<file path="src/rtl/mem_port_arbiter.sv">
`default_nettype none
// ============================================================================
// Module      : mem_port_arbiter
// Description : Round-robin arbiter sharing one memory port between NUM_REQ
//               requesters. At most one access is accepted per cycle. Memory
//               strobes, address and write data are registered. Read returns
//               are steered back to the requester that issued the read.
//               Locked sequences pin the grant to one owner for up to
//               MAX_LOCK beats, so bursts are not interleaved.
// Ports       : hclk, hresetn        - clock, asynchronous active-low reset
//               req/req_wr/req_lock  - per-requester request, write, lock
//               req_addr/req_wdata   - flattened per-requester address/data
//               gnt                  - combinational one-hot grant
//               rd_valid/rd_data     - one-hot read return strobe and data
//               mem_*                - registered memory-side port
//               lock_active          - high while in the locked state
// Revision    : 1.0 - initial release
// ============================================================================
module mem_port_arbiter #(
    parameter int NUM_REQ    = 2,
    parameter int ADDR_WIDTH = 32,
    parameter int DATA_WIDTH = 32,
    parameter int RD_LATENCY = 1,
    parameter int MAX_LOCK   = 16
) (
    input  logic                          hclk,
    input  logic                          hresetn,
    input  logic [NUM_REQ-1:0]            req,
    input  logic [NUM_REQ-1:0]            req_wr,
    input  logic [NUM_REQ-1:0]            req_lock,
    input  logic [NUM_REQ*ADDR_WIDTH-1:0] req_addr,
    input  logic [NUM_REQ*DATA_WIDTH-1:0] req_wdata,
    output logic [NUM_REQ-1:0]            gnt,
    output logic [NUM_REQ-1:0]            rd_valid,
    output logic [DATA_WIDTH-1:0]         rd_data,
    output logic                          mem_rd_en,
    output logic                          mem_wr_en,
    output logic [ADDR_WIDTH-1:0]         mem_addr,
    output logic [DATA_WIDTH-1:0]         mem_wr_data,
    input  logic [DATA_WIDTH-1:0]         mem_rd_data,
    output logic                          lock_active
);

    localparam int IDX_W = (NUM_REQ > 1) ? $clog2(NUM_REQ) : 1;
    localparam int CNT_W = $clog2(MAX_LOCK + 1);
    localparam logic [CNT_W-1:0] c_LOCK_LAST = CNT_W'(MAX_LOCK - 1);

    typedef enum logic [0:0] {
        ST_ARB    = 1'b0,
        ST_LOCKED = 1'b1
    } state_t;

    state_t                  r_state, w_state_nxt;
    logic [IDX_W-1:0]        r_rr_ptr, w_rr_ptr_nxt;
    logic [IDX_W-1:0]        r_owner, w_owner_nxt;
    logic [CNT_W-1:0]        r_lock_cnt, w_lock_cnt_nxt;
    logic [IDX_W-1:0]        r_rd_owner;

    logic [NUM_REQ-1:0]      w_gnt_raw;
    logic [NUM_REQ-1:0]      w_gnt;
    logic                    w_accept;
    logic [IDX_W-1:0]        w_gnt_idx;
    logic [ADDR_WIDTH-1:0]   w_sel_addr;
    logic [DATA_WIDTH-1:0]   w_sel_wdata;
    logic                    w_sel_wr;
    logic                    w_sel_lock;
    int                      w_cand;
    logic                    w_found;

    // Read-tracking shift pipeline: stage s holds the read issued s+1 cycles ago
    logic                    r_pipe_vld [RD_LATENCY];
    logic [IDX_W-1:0]        r_pipe_id  [RD_LATENCY];

    function automatic logic [IDX_W-1:0] f_next_idx(input logic [IDX_W-1:0] idx);
        if (int'(idx) == NUM_REQ - 1) begin
            return '0;
        end
        return idx + IDX_W'(1);
    endfunction

    // Grant: pinned to the owner while locked, else first requester at or
    // after the round-robin pointer (with wrap-around).
    always_comb begin
        w_gnt_raw = '0;
        w_found   = 1'b0;
        w_cand    = 0;
        if (r_state == ST_LOCKED) begin
            w_gnt_raw[r_owner] = req[r_owner];
        end else begin
            for (int k = 0; k < NUM_REQ; k++) begin
                w_cand = int'(r_rr_ptr) + k;
                if (w_cand >= NUM_REQ) begin
                    w_cand = w_cand - NUM_REQ;
                end
                if (!w_found && req[w_cand[IDX_W-1:0]]) begin
                    w_gnt_raw[w_cand[IDX_W-1:0]] = 1'b1;
                    w_found                      = 1'b1;
                end
            end
        end
    end

    // Nothing may be granted while reset is asserted.
    assign w_gnt    = w_gnt_raw & {NUM_REQ{hresetn}};
    assign gnt      = w_gnt;
    assign w_accept = |w_gnt;

    // One-hot grant to index plus selection of the granted requester's fields
    always_comb begin
        w_gnt_idx   = '0;
        w_sel_addr  = '0;
        w_sel_wdata = '0;
        w_sel_wr    = 1'b0;
        w_sel_lock  = 1'b0;
        for (int k = 0; k < NUM_REQ; k++) begin
            if (w_gnt[k]) begin
                w_gnt_idx   = IDX_W'(k);
                w_sel_addr  = req_addr[k*ADDR_WIDTH +: ADDR_WIDTH];
                w_sel_wdata = req_wdata[k*DATA_WIDTH +: DATA_WIDTH];
                w_sel_wr    = req_wr[k];
                w_sel_lock  = req_lock[k];
            end
        end
    end

    // Arbitration state: pointer, lock owner and beat counter
    always_comb begin
        w_state_nxt    = r_state;
        w_owner_nxt    = r_owner;
        w_lock_cnt_nxt = r_lock_cnt;
        w_rr_ptr_nxt   = r_rr_ptr;
        if (w_accept) begin
            w_rr_ptr_nxt = f_next_idx(w_gnt_idx);
        end
        case (r_state)
            ST_ARB: begin
                // A single-beat cap means the lock ends on the beat that opens it
                if (w_accept && w_sel_lock && (MAX_LOCK > 1)) begin
                    w_state_nxt    = ST_LOCKED;
                    w_owner_nxt    = w_gnt_idx;
                    w_lock_cnt_nxt = CNT_W'(1);
                end
            end
            ST_LOCKED: begin
                if (!w_accept) begin
                    // Owner dropped its request
                    w_state_nxt    = ST_ARB;
                    w_lock_cnt_nxt = '0;
                    w_rr_ptr_nxt   = f_next_idx(r_owner);
                end else if (!w_sel_lock || (r_lock_cnt == c_LOCK_LAST)) begin
                    w_state_nxt    = ST_ARB;
                    w_lock_cnt_nxt = '0;
                end else begin
                    w_lock_cnt_nxt = r_lock_cnt + CNT_W'(1);
                end
            end
            default: begin
                w_state_nxt    = ST_ARB;
                w_lock_cnt_nxt = '0;
            end
        endcase
    end

    always_ff @(posedge hclk or negedge hresetn) begin
        if (!hresetn) begin
            r_state    <= ST_ARB;
            r_rr_ptr   <= '0;
            r_owner    <= '0;
            r_lock_cnt <= '0;
        end else begin
            r_state    <= w_state_nxt;
            r_rr_ptr   <= w_rr_ptr_nxt;
            r_owner    <= w_owner_nxt;
            r_lock_cnt <= w_lock_cnt_nxt;
        end
    end

    // Registered memory port; address/data hold when nothing is accepted
    always_ff @(posedge hclk or negedge hresetn) begin
        if (!hresetn) begin
            mem_rd_en   <= 1'b0;
            mem_wr_en   <= 1'b0;
            mem_addr    <= '0;
            mem_wr_data <= '0;
            r_rd_owner  <= '0;
        end else if (w_accept) begin
            mem_rd_en   <= !w_sel_wr;
            mem_wr_en   <= w_sel_wr;
            mem_addr    <= w_sel_addr;
            mem_wr_data <= w_sel_wdata;
            r_rd_owner  <= w_gnt_idx;
        end else begin
            mem_rd_en   <= 1'b0;
            mem_wr_en   <= 1'b0;
        end
    end

    always_ff @(posedge hclk or negedge hresetn) begin
        if (!hresetn) begin
            for (int s = 0; s < RD_LATENCY; s++) begin
                r_pipe_vld[s] <= 1'b0;
                r_pipe_id[s]  <= '0;
            end
        end else begin
            r_pipe_vld[0] <= mem_rd_en;
            r_pipe_id[0]  <= r_rd_owner;
            for (int s = 1; s < RD_LATENCY; s++) begin
                r_pipe_vld[s] <= r_pipe_vld[s-1];
                r_pipe_id[s]  <= r_pipe_id[s-1];
            end
        end
    end

    always_comb begin
        rd_valid = '0;
        if (r_pipe_vld[RD_LATENCY-1]) begin
            rd_valid[r_pipe_id[RD_LATENCY-1]] = 1'b1;
        end
    end

    assign rd_data     = mem_rd_data;
    assign lock_active = (r_state == ST_LOCKED);

endmodule
`default_nettype wire

</file>
<file path="config.mk">
export PLATFORM = sky130hd
export DESIGN_NAME = mem_port_arbiter
export DESIGN_NICKNAME = d
export VERILOG_FILES = /design/src/rtl/mem_port_arbiter.sv
export SDC_FILE = /design/constraint.sdc
export NUM_CORES = 1
export LEC_CHECK = 0
export CORE_AREA = 4 4 124 96
export DETAILED_ROUTE_END_ITERATION = 16
export DIE_AREA = 0 0 128 100
export PLACE_DENSITY = 0.81
export SYNTH_ARGS = -nofsm -noshare
export SYNTH_HDL_FRONTEND = slang
export SYNTH_SLANG_ARGS = --single-unit
</file>
<file path="constraint.sdc">
create_clock -name hclk -period 2.5 [get_ports hclk]
set_clock_uncertainty 0.15 [all_clocks]
set_input_delay 0.5 -clock hclk [delete_from_list [all_inputs] [get_ports hclk]]
set_output_delay 0.5 -clock hclk [all_outputs]
set_load 0.02 [all_outputs]
</file>
==> run_results.csv <==
group,metric,value,unit
cts,clockBufferDepth,2,
yosys,synth-seq-area-share,52.15,%
yosys,yosysUniqueCellTypes,31,
placed_design,place_area,0.005713,mm²
floorplanning,die_w,128,µm
placed_design,dp_hpwl,8.897,mm
worst_setup_path,ff2ff_setup_slack,220,ps
timing,max_slew_margin,63.30,%
cts,hold_buffers,0,
cts,root_buffer,"clkbuf_16",
worst_setup_path,arrival,1740,ps
power,leakage,0.002728,µW
cts,cts_sinks,77,
timing,setup_violations,0,
yosys,syn-num-nets,495,
worst_setup_path,r2r_cells,6,
floorplanning,io_pins,271,
worst_setup_path,critPathSlowestCell,"clkdlybuf4s50_1",
route,drt-initial-drc-count,144,
yosys,synthCells,325,
worst_setup_path,worst_ep_required_time,1850,ps
yosys,syn_area_per_cell,11.37,µm²
power,power,5245,µW
grt,grt_remaining_overflow,0,
cts,cts_buffers,9,
placed_design,gp_congestion,0.7906,
power,power_density,870.4,mW/mm²
route,wl,11.39,mm
floorplanning,die_h,100,µm
cells_and_area,final_cell_area,0.006026,mm²
timing,worst_slew_pin_slew,550.5,ps
cells_and_area,syn2layout_area_growth,63.09,%
yosys,synth_edf_count,0,
timing,rsz0062_at_grt,"no",
run,maxCapViolCount,0,
route,via_per_inst,4.912,
timing,finalMaxSlewViolations,0,
timing,period_needed,2391,ps
floorplanning,start_util,34.42,%
timing,setup_tns,0,ps
placed_design,placedCellCount,631,
worst_setup_path,cp_max_fo,2,
floorplanning,rows,33,
worst_setup_path,end_kind,"primary output",
cts,htreeDepth,3,
grt,grt_max_degree,47,
yosys,ys_async_sr_fraction,100.0,%
status,outcome,"complete, no violations",
timing,finalHoldViolations,0,
cells_and_area,final_common_cell,"clkdlybuf4s50_1",
yosys,synth_area,0.003695,mm²
worst_hold_path,hold_class,"input pin to asynchronous set/reset pin",
yosys,yosys_warnings,0,
worst_setup_path,crit_end,"gnt[0]",
grt,grt_pass1_vias,3451,
cts,clkTransAtPathRegs,60,ps
route,vias,3178,
cells_and_area,instances_no_fill,647,
worst_setup_path,path_class,"input pin to primary output",
placed_design,port_buffers,206,
cells_and_area,antenna_cells,0,
cts,cts_tree,"done",
timing,fmax,418.2,MHz
cells_and_area,final_cell_mix,"clkdlybuf4s50_1 (203), dfrtp_1 (77), a22o_1 (46)",
route,drtAntennaViolNets,0,
worst_setup_path,crit_start,"req[1]",
grt,grt_usage,17.80,%
grt,antenna_found_initial,0,
worst_setup_path,r2r_start,"lock_active",
power,peakVddDrop,0.0003980,V
worst_setup_path,timing.rr.end,"mem_addr[18]",
route,drt_pass1_iterations,4,
cells_and_area,nets,672,
floorplanning,dieArea,0.01280,mm²
route,wire_per_inst,17.61,µm
floorplanning,coreArea,0.01074,mm²
cts,post_cts_buffers,0,
worst_setup_path,cpPeakStageDelay,410,ps
yosys,ys_ff_latch,77,
yosys,synth_flop_cell,"dfrtp_1",
worst_setup_path,crit_chain,"clkdlybuf4s50_1 > nor2b_1 > a221oi_4 > dlygate4sd2_1",
grt,grt_pass1_wl,17.91,mm
cells_and_area,drive_above_1_share,7.101,%
cts,clock_latency,330,ps
route,drc,0,
cells_and_area,final_util,56.13,%
timing,finalCritPeriodShare,95.64,%
worst_setup_path,startpoint_type,"input pin",
==> how the worst min path moves through the flow <==
stage                          start        endpoint  slack, ps  depth (start not counted)
after CTS                    hresetn  mem_wr_data[6]        150                          2
after floorplan              hresetn     lock_active         50                          0
after detailed placement  r_rd_owner       r_pipe_id        230                          0
after global routing         hresetn  mem_wr_data[6]        180                          2
final                        hresetn  mem_wr_data[6]        120                          2
after global placement    r_rd_owner       r_pipe_id        210                          0
==> through the flow <==
stage,setup slack (ps),hold slack (ps)
2_1_floorplan,269.3,54.41
3_3_place_gp,-197.6,209.7
3_5_place_dp,-266.8,226.4
4_1_cts,80.15,151.9
5_1_grt,27.05,182.5
6_report,108.9,122.5
==> cell type report <==
cell class / instances / area (µm²)
Timing Repair Buffer: 221 / 2186
Clock inverter: 5 / 58.81
Fill cell: 897 / 4710
Tap cell: 140 / 175.2
Inverter: 3 / 11.26
Multi-Input combinational cell: 190 / 1415
Clock buffer: 11 / 252.7
Sequential cell: 77 / 1927
==> cell usage after synthesis, types with 2 or more instances <==
library cell	number	area (µm²)
a21o_1	45	337.8
a22o_1	46	402.9
buf_2	9	45.04
buf_4	34	255.2
buf_6	2	22.52
clkbuf_1	10	37.54
dfrtp_1	77	1927
ha_1	2	25.02
inv_1	2	7.510
mux2i_1	24	240.2
nand2_1	26	97.59
nand2b_1	5	31.28
nor2_1	3	11.26
nor2b_1	4	25.02
o21ai_1	20	100.1
==> where the power goes <==
group | switching (µW) | total, µW | internal [µW]
combinational | 969 | 2070 | 1100
clock | 509 | 1340 | 827
sequential | 223 | 1840 | 1610
total | 1700 | 5240 | 3540
==> cell families after synthesis <==
logic type / count (synthesis) / synth area share [%]
adders and majority gates: 2 / 0.6772
buffers and inverters: 58 / 10.06
AOI/OAI and AO/OA: 120 / 24.99
and+or+nand+nor: 42 / 5.147
xor gates and xnor gates: 2 / 0.4742
muxes: 24 / 6.502
DFF: 77 / 52.15
==> worst max-delay path: cells and delay by family <==
kind | cells | cell delay [ps]
buffers and inverters | 2 | 810
AO/OA/AOI/OAI | 1 | 270
AND/OR/NAND/NOR | 1 | 160
==> state kept, by name, summed over array words and instances (netlist names) <==
name         flops
mem_wr_data     32
r_pipe_vld       1
r_rr_ptr         1
mem_wr_en        1
r_rd_owner       1
r_lock_cnt       5
r_pipe_id        1
lock_active      1
mem_rd_en        1
r_owner          1
mem_addr        32
==> routing by layer <==
| metal | up-vias | track usage (%) | part of all wire (%) |
|---|---|---|---|
| met5 | - | 0 | 0 |
| li1 | 1484 | - | - |
| met2 | 117 | 31.38 | 52 |
| met3 | 18 | 6.170 | 6.7 |
| met4 | 0 | 5.220 | 1.8 |
| met1 | 1559 | 20.53 | 40 |
==> what timing repair did <==
item,CTS,global route
resized for setup,2,1
setup endpoints to repair,2,2
pin swaps,0,0
Note: power is estimated with default switching activity, not from simulation.
